<file path="config.mk">
export PLATFORM = sky130hd
export DESIGN_NAME = instr_fetch_unit
export DESIGN_NICKNAME = d
export VERILOG_FILES = /design/src/rtl/instr_fetch_unit.sv
export SDC_FILE = /design/constraint.sdc
export NUM_CORES = 1
export LEC_CHECK = 0
export CORE_UTILIZATION = 49
export CTS_CLUSTER_SIZE = 8
export DETAILED_ROUTE_END_ITERATION = 8
export PLACE_DENSITY = 0.8
export SYNTH_ARGS = -nofsm -noshare
export SYNTH_HDL_FRONTEND = slang
export SYNTH_SLANG_ARGS = --single-unit
</file>
<file path="constraint.sdc">
create_clock -name clk -period 6.3 [get_ports clk]
set_clock_uncertainty 0.15 [all_clocks]
set_input_delay 1.26 -clock clk [delete_from_list [all_inputs] [get_ports clk]]
set_output_delay 1.26 -clock clk [all_outputs]
set_load 0.005 [all_outputs]
</file>
<file path="src/rtl/instr_fetch_unit.sv">
// Single-outstanding instruction fetch unit: fetches one word, holds it for the
// decoder until consumed, and follows redirects (misaligned targets halt with a sticky fault).
module instr_fetch_unit #(
    parameter logic [31:0] RESET_PC = 32'h0000_0000
) (
    input  logic        clk,
    input  logic        reset,
    output logic        imem_req,
    output logic [31:0] imem_addr,
    input  logic        imem_ack,
    input  logic [31:0] imem_rdata,
    input  logic        stall,
    input  logic        redirect,
    input  logic [31:0] redirect_pc,
    output logic        instr_valid,
    output logic [31:0] instr,
    output logic [31:0] instr_pc,
    output logic [6:0]  Opcode,
    output logic        fault,
    output logic [1:0]  dbg_state
);
    // Handshake: a fetch transfer completes on any clock edge with imem_req && imem_ack;
    // the held word is consumed on any clock edge with instr_valid && !stall.

    typedef enum logic [1:0] {
        IDLE = 2'd0,
        REQ  = 2'd1,
        HOLD = 2'd2,
        HALT = 2'd3
    } state_t;

    state_t      state_q;
    state_t      state_d;
    logic [31:0] pc_q;
    logic [31:0] drop_pc_q;
    logic [31:0] instr_q;
    logic [31:0] instr_pc_q;
    logic        drop_q;
    logic        fault_q;

    logic xfer;
    logic redir;
    logic misaligned;

    assign xfer       = (state_q == REQ) && imem_ack;
    // Once a fault is pending, later redirects are ignored.
    assign redir      = redirect && !fault_q;
    assign misaligned = (redirect_pc[1:0] != 2'b00);

    always_ff @(posedge clk or posedge reset) begin
        if (reset) begin
            state_q <= IDLE;
        end else begin
            state_q <= state_d;
        end
    end

    always_comb begin
        state_d = state_q;
        case (state_q)
            IDLE: state_d = (redir && misaligned) ? HALT : REQ;
            REQ: begin
                if (xfer) begin
                    if (redir)       state_d = misaligned ? HALT : REQ;
                    else if (fault_q) state_d = HALT;
                    else if (drop_q)  state_d = REQ;
                    else              state_d = HOLD;
                end
            end
            HOLD: begin
                if (redir)       state_d = misaligned ? HALT : REQ;
                else if (!stall) state_d = REQ;
            end
            HALT: state_d = HALT;
            default: state_d = IDLE;
        endcase
    end

    always_comb begin
        imem_req    = (state_q == REQ);
        imem_addr   = pc_q;
        instr_valid = (state_q == HOLD);
        instr       = instr_q;
        instr_pc    = instr_pc_q;
        Opcode      = (state_q == HOLD) ? instr_q[6:0] : 7'b0000000;
        fault       = fault_q;
        dbg_state   = state_q;
    end

    always_ff @(posedge clk or posedge reset) begin
        if (reset) begin
            pc_q       <= RESET_PC;
            drop_pc_q  <= RESET_PC;
            instr_q    <= 32'h0;
            instr_pc_q <= RESET_PC;
            drop_q     <= 1'b0;
            fault_q    <= 1'b0;
        end else begin
            case (state_q)
                IDLE: begin
                    if (redir) begin
                        if (misaligned) fault_q <= 1'b1;
                        else            pc_q    <= redirect_pc;
                    end
                end
                REQ: begin
                    if (xfer) begin
                        drop_q <= 1'b0;
                        if (redir) begin
                            if (misaligned) fault_q <= 1'b1;
                            else            pc_q    <= redirect_pc;
                        end else if (drop_q) begin
                            if (!fault_q) pc_q <= drop_pc_q;
                        end else begin
                            instr_q    <= imem_rdata;
                            instr_pc_q <= pc_q;
                        end
                    end else if (redir) begin
                        // Address must stay stable until ack; remember where to go afterwards.
                        drop_q    <= 1'b1;
                        drop_pc_q <= redirect_pc;
                        if (misaligned) fault_q <= 1'b1;
                    end
                end
                HOLD: begin
                    if (redir) begin
                        if (misaligned) fault_q <= 1'b1;
                        else            pc_q    <= redirect_pc;
                    end else if (!stall) begin
                        pc_q <= pc_q + 32'd4;
                    end
                end
                default: ;
            endcase
        end
    end

endmodule

</file>
### Yosys cells after proc, flatten, opt, wreduce, memory -nomap -nowiden

Cells that the tools add are included.

| cells by class | value |
|---|---|
| $add $sub $neg | 1 |
| equal/unequal tests | 8 |
| muxes and demuxes | 21 |
| bitwise gates (word level) | 3 |
| reduce and logical (&&, ||, !) cells | 15 |

Operator list:

| operator | count |
|---|---|
| $mux 32 | 8 |
| $pmux 32 s3 | 1 |
| $add 32x3->32 const B | 1 |
| $mux 2 | 8 |
| $pmux 2 s4 | 1 |
| $mux 7 | 1 |
| $ne 3x2->1 const B | 2 |
| $reduce_and 3->1 | 2 |
| $reduce_and 6->1 | 1 |
| $eq 2x2->1 const B | 2 |
| $reduce_and 2->1 | 2 |
| $reduce_and 4->1 | 1 |
| $reduce_bool 2->1 | 2 |
| $logic_and 1x1->1 | 3 |
| $ne 3x1->1 const B | 1 |
| $not 1->1 | 3 |
| $reduce_bool 3->1 | 1 |
| $reduce_or 3->1 | 1 |
| $eq 2x1->1 const B | 1 |
| $logic_not 2->1 | 1 |
| $mux 1 | 2 |
| $ne 2x1->1 const B | 1 |
| $ne 2x2->1 const B | 1 |
| $logic_not 1->1 | 1 |

| storage, ports and cells | value |
|---|---|
| register bits | 132 |
| bits of input ports | 69 |
| output and inout port bits | 108 |
| logic and storage cells | 55 |

### Logic depth before layout (Yosys ltp)

| logic depth | value |
|---|---|
| depth in word-level cells | 5 |
| depth in mapped cells | 9 |
| gate-level depth less buffers | 7 |

### Least setup slack after synthesis

Ideal clock, no wire load.

| path | value |
|---|---|
| kind | input-to-reg |
| from | input redirect |
| to | register pc_q[9] (netlist: imem_addr[9]) |
| library setup time | 0.126 ns |
| arrival | 2.656 ns |
| required time | 6.024 ns |
| path slack | 3.367 ns |
| stages on the path | 6 |
| path buffers | 1 |
| cell sequence | nand2b_1 buf_2 a32oi_1 o211ai_2 a32o_1 a311o_1 |

| on the way | value |
|---|---|
| word-level cells in the longest chain between the ends | 4 |
| elaborated cells on any way between the ends | 10 |
| classes of those cells | eq/ne (4); mux (4); reduce/logical (2) |

Ends and longest elaborated chain:

| what | line | text |
|---|---|---|
| start, declared | 13 | `input logic redirect,` |
| $logic_and 1x1->1 * | 47 | `assign redir = redirect && !fault_q;` |
| $mux 32 | 109 | `if (redir) begin` |
| $mux 32 | 107 | `if (xfer) begin` |
| $pmux 32 s3 | 99 | `case (state_q)` |
| end signal, assigned | 103 | `else pc_q <= redirect_pc;` |
| end signal, assigned | 111 | `else pc_q <= redirect_pc;` |
| end signal, assigned | 113 | `if (!fault_q) pc_q <= drop_pc_q;` |
| end, declared | 34 | `logic [31:0] pc_q;` |

Mark *: on every way between the ends. The rest lies on a longest branch, timed or not. The select of a mux whose other input is x is not followed.
A chain may end at the register's enable or synchronous reset.

### Worst setup path in the final report

| path | value |
|---|---|
| from | register state_q[0] (netlist: dbg_state[0]) |
| to | output Opcode[2] |

| on the way | value |
|---|---|
| word-level cells in the longest chain between the ends | 2 |

Ends and longest elaborated chain:

| what | line | text |
|---|---|---|
| start, declared | 32 | `state_t state_q;` |
| start signal, assigned | 54 | `state_q <= state_d;` |
| $eq 2x2->1 | 85 | `Opcode = (state_q == HOLD) ? instr_q[6:0] : 7'b0000000;` |
| $mux 7 | 85 |  |
| end, declared | 18 | `output logic [6:0] Opcode,` |

Every way passes these cells.

==> impl_metrics.ini <==
[run_status]
status = finished clean

[global_routing]
grt-ovfl-total = 0
grt_pass1_vias = 6177
grt_pass1_wl_mm = 31.0
antenna_found_initial = 0
grt_max_degree = 59
grtUsageTotal = 0.282

[job]
maxCapViolCount = 0

[clock_tree]
clockBufferDepth = 2
postCtsSetupRepairBufs = 0
insertion_delay_ns = 0.42
numCtsBuffers = 17
ctsResizeCount = 0
cts_hold_buf = 0
cts-root-buf = clkbuf_16
cts-htree-levels = 4
cts_tree = built
cts.sinks = 132
clk_pin_slew_ns = 0.05

[detailed_routing]
drt_pass1_iterations = 5
drtIter0Drc = 444
routedWlPerCell_um = 20.1
antenna_left = 0
viasPerCell = 6.08
vias = 5799
drcViolationCount = 0
drt-total-wl_mm = 19.1

[synth]
synth-edff-count = 0
synthesis.area_um2 = 6730
synthTopCellsByArea = dfrtp_1 49%, mux2_2 16%, nand2_1 2.7%, o21ai_0 1.9%, nand3_1 1.9%
yosysTopAreaCell = dfrtp_1
syn_inst = 608
yosysWarnings = 0
synthesis.nets = 683
synth_cell_types = 67
ys.flop_type = dfrtp_1
syn_avg_cell_area_um2 = 11.1
ys_ff_latch = 132
ys_async_sr_fraction = 1.00
yosys.area.top_type_share = 0.491
yosysSeqAreaShare = 0.491

[timing]
setup_violations = 0
slew_headroom = 0.255
setup_tns_ns = 0
rsz0062_at_grt = no
slew_viol_final = 0
timing.final.crit_share = 0.608
hold_viol_final = 0
min_period_ns = 3.83
fmax_mhz = 261
worst_pin_slew_ns = 1.11

[critical_path]
criticalPathCategory = register to output pin
worst_ep_required_time_ns = 4.89
worst_setup_path_end_kind = output pin
crit_path_start_kind = register
cp.arrival_ns = 2.42
crit_fanout = 20

[floorplan]
die-area_um2 = 14200
dieWidth_um = 119
die_h_um = 119
num_rows = 42
coreArea_um2 = 13300
start_util = 0.506
ios = 177

[worst_hold_path]
hold_class = register to register

[pwr]
power_switching_share = 0.356
ir_drop_mv = 0.317
p_per_area_nw_per_um2 = 503
p_total_mw = 4.62
seq_power_share = 0.311
net-switching-power_mw = 1.65
clockPowerShare = 0.226
power.internal_mw = 2.98
comb_power_share = 0.463
power.leakage_nw = 3.78

[finish]
nNetsFinal = 840
area_delta_synth_final_pct = 36.5
seq_area_um2 = 3300
drive_above_1_share = 0.201
multi_input_area_um2 = 3160
diodes = 0
nFillCells = 972

[placement]
place_congestion = 0.879
io_buffers = 176
dpl.hpwl_mm = 13.0
[per-layer routing]
metal | global-route usage | vias to the layer above | wire, um
met4 | 0.142 | 0 | 409
li1 | - | 2597 | -
met3 | 0.0781 | 35 | 1620
met5 | 0 | - | 0
met1 | 0.340 | 2873 | 7690
met2 | 0.464 | 294 | 9420
[final cells by class]
class	instances	area share
Multi-Input combinational cell	417	0.344
Clock inverter	10	0.0166
Clock buffer	22	0.0516
Inverter	13	0.00559
Sequential cell	132	0.360
Timing Repair Buffer	184	0.198
Tap cell	176	0.0240
[critical path, cell delays in order (launching register included)]
cell	delay [ns]
dfrtp_1	0.41
inv_1	0.13
ha_1	0.71
and2_1	0.23
clkdlybuf4s50_1	0.52
[metrics by stage]
| step | area (um^2) | hold WS, ns | util | setup slack [ns] | cells |
|---|---|---|---|---|---|
| floorplan | 6730 | 0.322 | - | 1.36 | 608 |
| global placement | 8560 | 0.334 | 0.644 | 2.26 | 922 |
| detailed placement | 8560 | 0.345 | 0.644 | 2.19 | 922 |
| CTS | 9180 | 0.356 | 0.691 | 2.46 | 954 |
| global route | 9180 | 0.369 | 0.691 | 2.39 | 954 |
| finish | 9180 | 0.351 | 0.691 | 2.47 | 954 |
[cell usage after synthesis (5+ instances only)]
cell         n
o21ai_0     26
dfrtp_1    132
o31a_1      10
clkbuf_1    20
ha_1         6
buf_2       17
nand2_1     49
mux2_2      96
a32oi_1      5
o31ai_1      8
a21oi_1     21
o211ai_1     8
or3_1        6
a32o_1       8
nor3_1       8
nor4_1       5
o2111ai_1    5
a22oi_1      5
and2_1      11
nor2_1      20
inv_1       13
o22ai_1      6
buf_1        5
and3_1       6
nand3_1     25
nand4_1     12
and4_1       5
[cells by family (layout without fill, tap and decap cells)]
logic type	count (synthesis)	in the layout	synth area share
AOI/OAI and AO/OA	141	141	0.154
buffers and inverters	59	229	0.0406
and+or+nand+nor	167	167	0.134
DFF	132	132	0.491
muxes	96	96	0.161
xor gates and xnor gates	7	7	0.00911
adders and majority gates	6	6	0.0112
[cell usage in the layout (no fill, tap or decap), types with 4 or more instances in the layout]
cell type	count
clkdlybuf4s50_1	176
nor4_1	5
nand2_1	49
a22oi_1	5
and2_1	11
o31a_1	10
nor3_1	8
o211ai_1	8
clkinv_2	5
a21oi_1	21
dfrtp_1	132
nor2_1	19
buf_4	8
o22ai_1	6
o31ai_1	8
a32oi_1	5
o311ai_0	4
xnor2_1	4
or3_1	6
bufinv_16	4
a32o_1	8
clkbuf_16	17
and4_1	5
nand3_1	25
o21ai_0	26
a31o_2	4
and3_1	5
inv_1	12
nand4_1	12
ha_1	6
o2111ai_1	5
mux2_2	96
[power by group through the flow]
stage / Combinational [mW] / Clock (mW) / Sequential [mW]
after floorplan: 1.23 / 0 / 1.37
after global placement: 2.05 / 0 / 1.42
after detailed placement: 2.11 / 0 / 1.44
after CTS: 2.13 / 1.06 / 1.44
after global routing: 2.32 / 1.09 / 1.48
final: 2.14 / 1.05 / 1.44
[sequential cells by signal, summed over array words and instances, names as in the netlist]
name / flops
dbg_state: 2
instr: 32
fault: 1
instr_pc: 32
drop_q: 1
imem_addr: 32
drop_pc_q: 32
[worst paths after layout]
path	start	end	slack [ns]	cells past startpoint
worst max-delay path	dbg_state[0]	Opcode[2]	2.47	4
worst min-delay path	drop_pc_q[21]	drop_pc_q[21]	0.35	1
worst max register to register	dbg_state[1]	instr_pc[31]	2.75	6
worst min register to register	drop_pc_q[21]	drop_pc_q[21]	0.35	1
max in group asynchronous	reset	instr_pc[3]	3.77	3
min in group asynchronous	reset	instr[31]	1.17	2
Note: power is estimated with default switching activity, not from simulation.
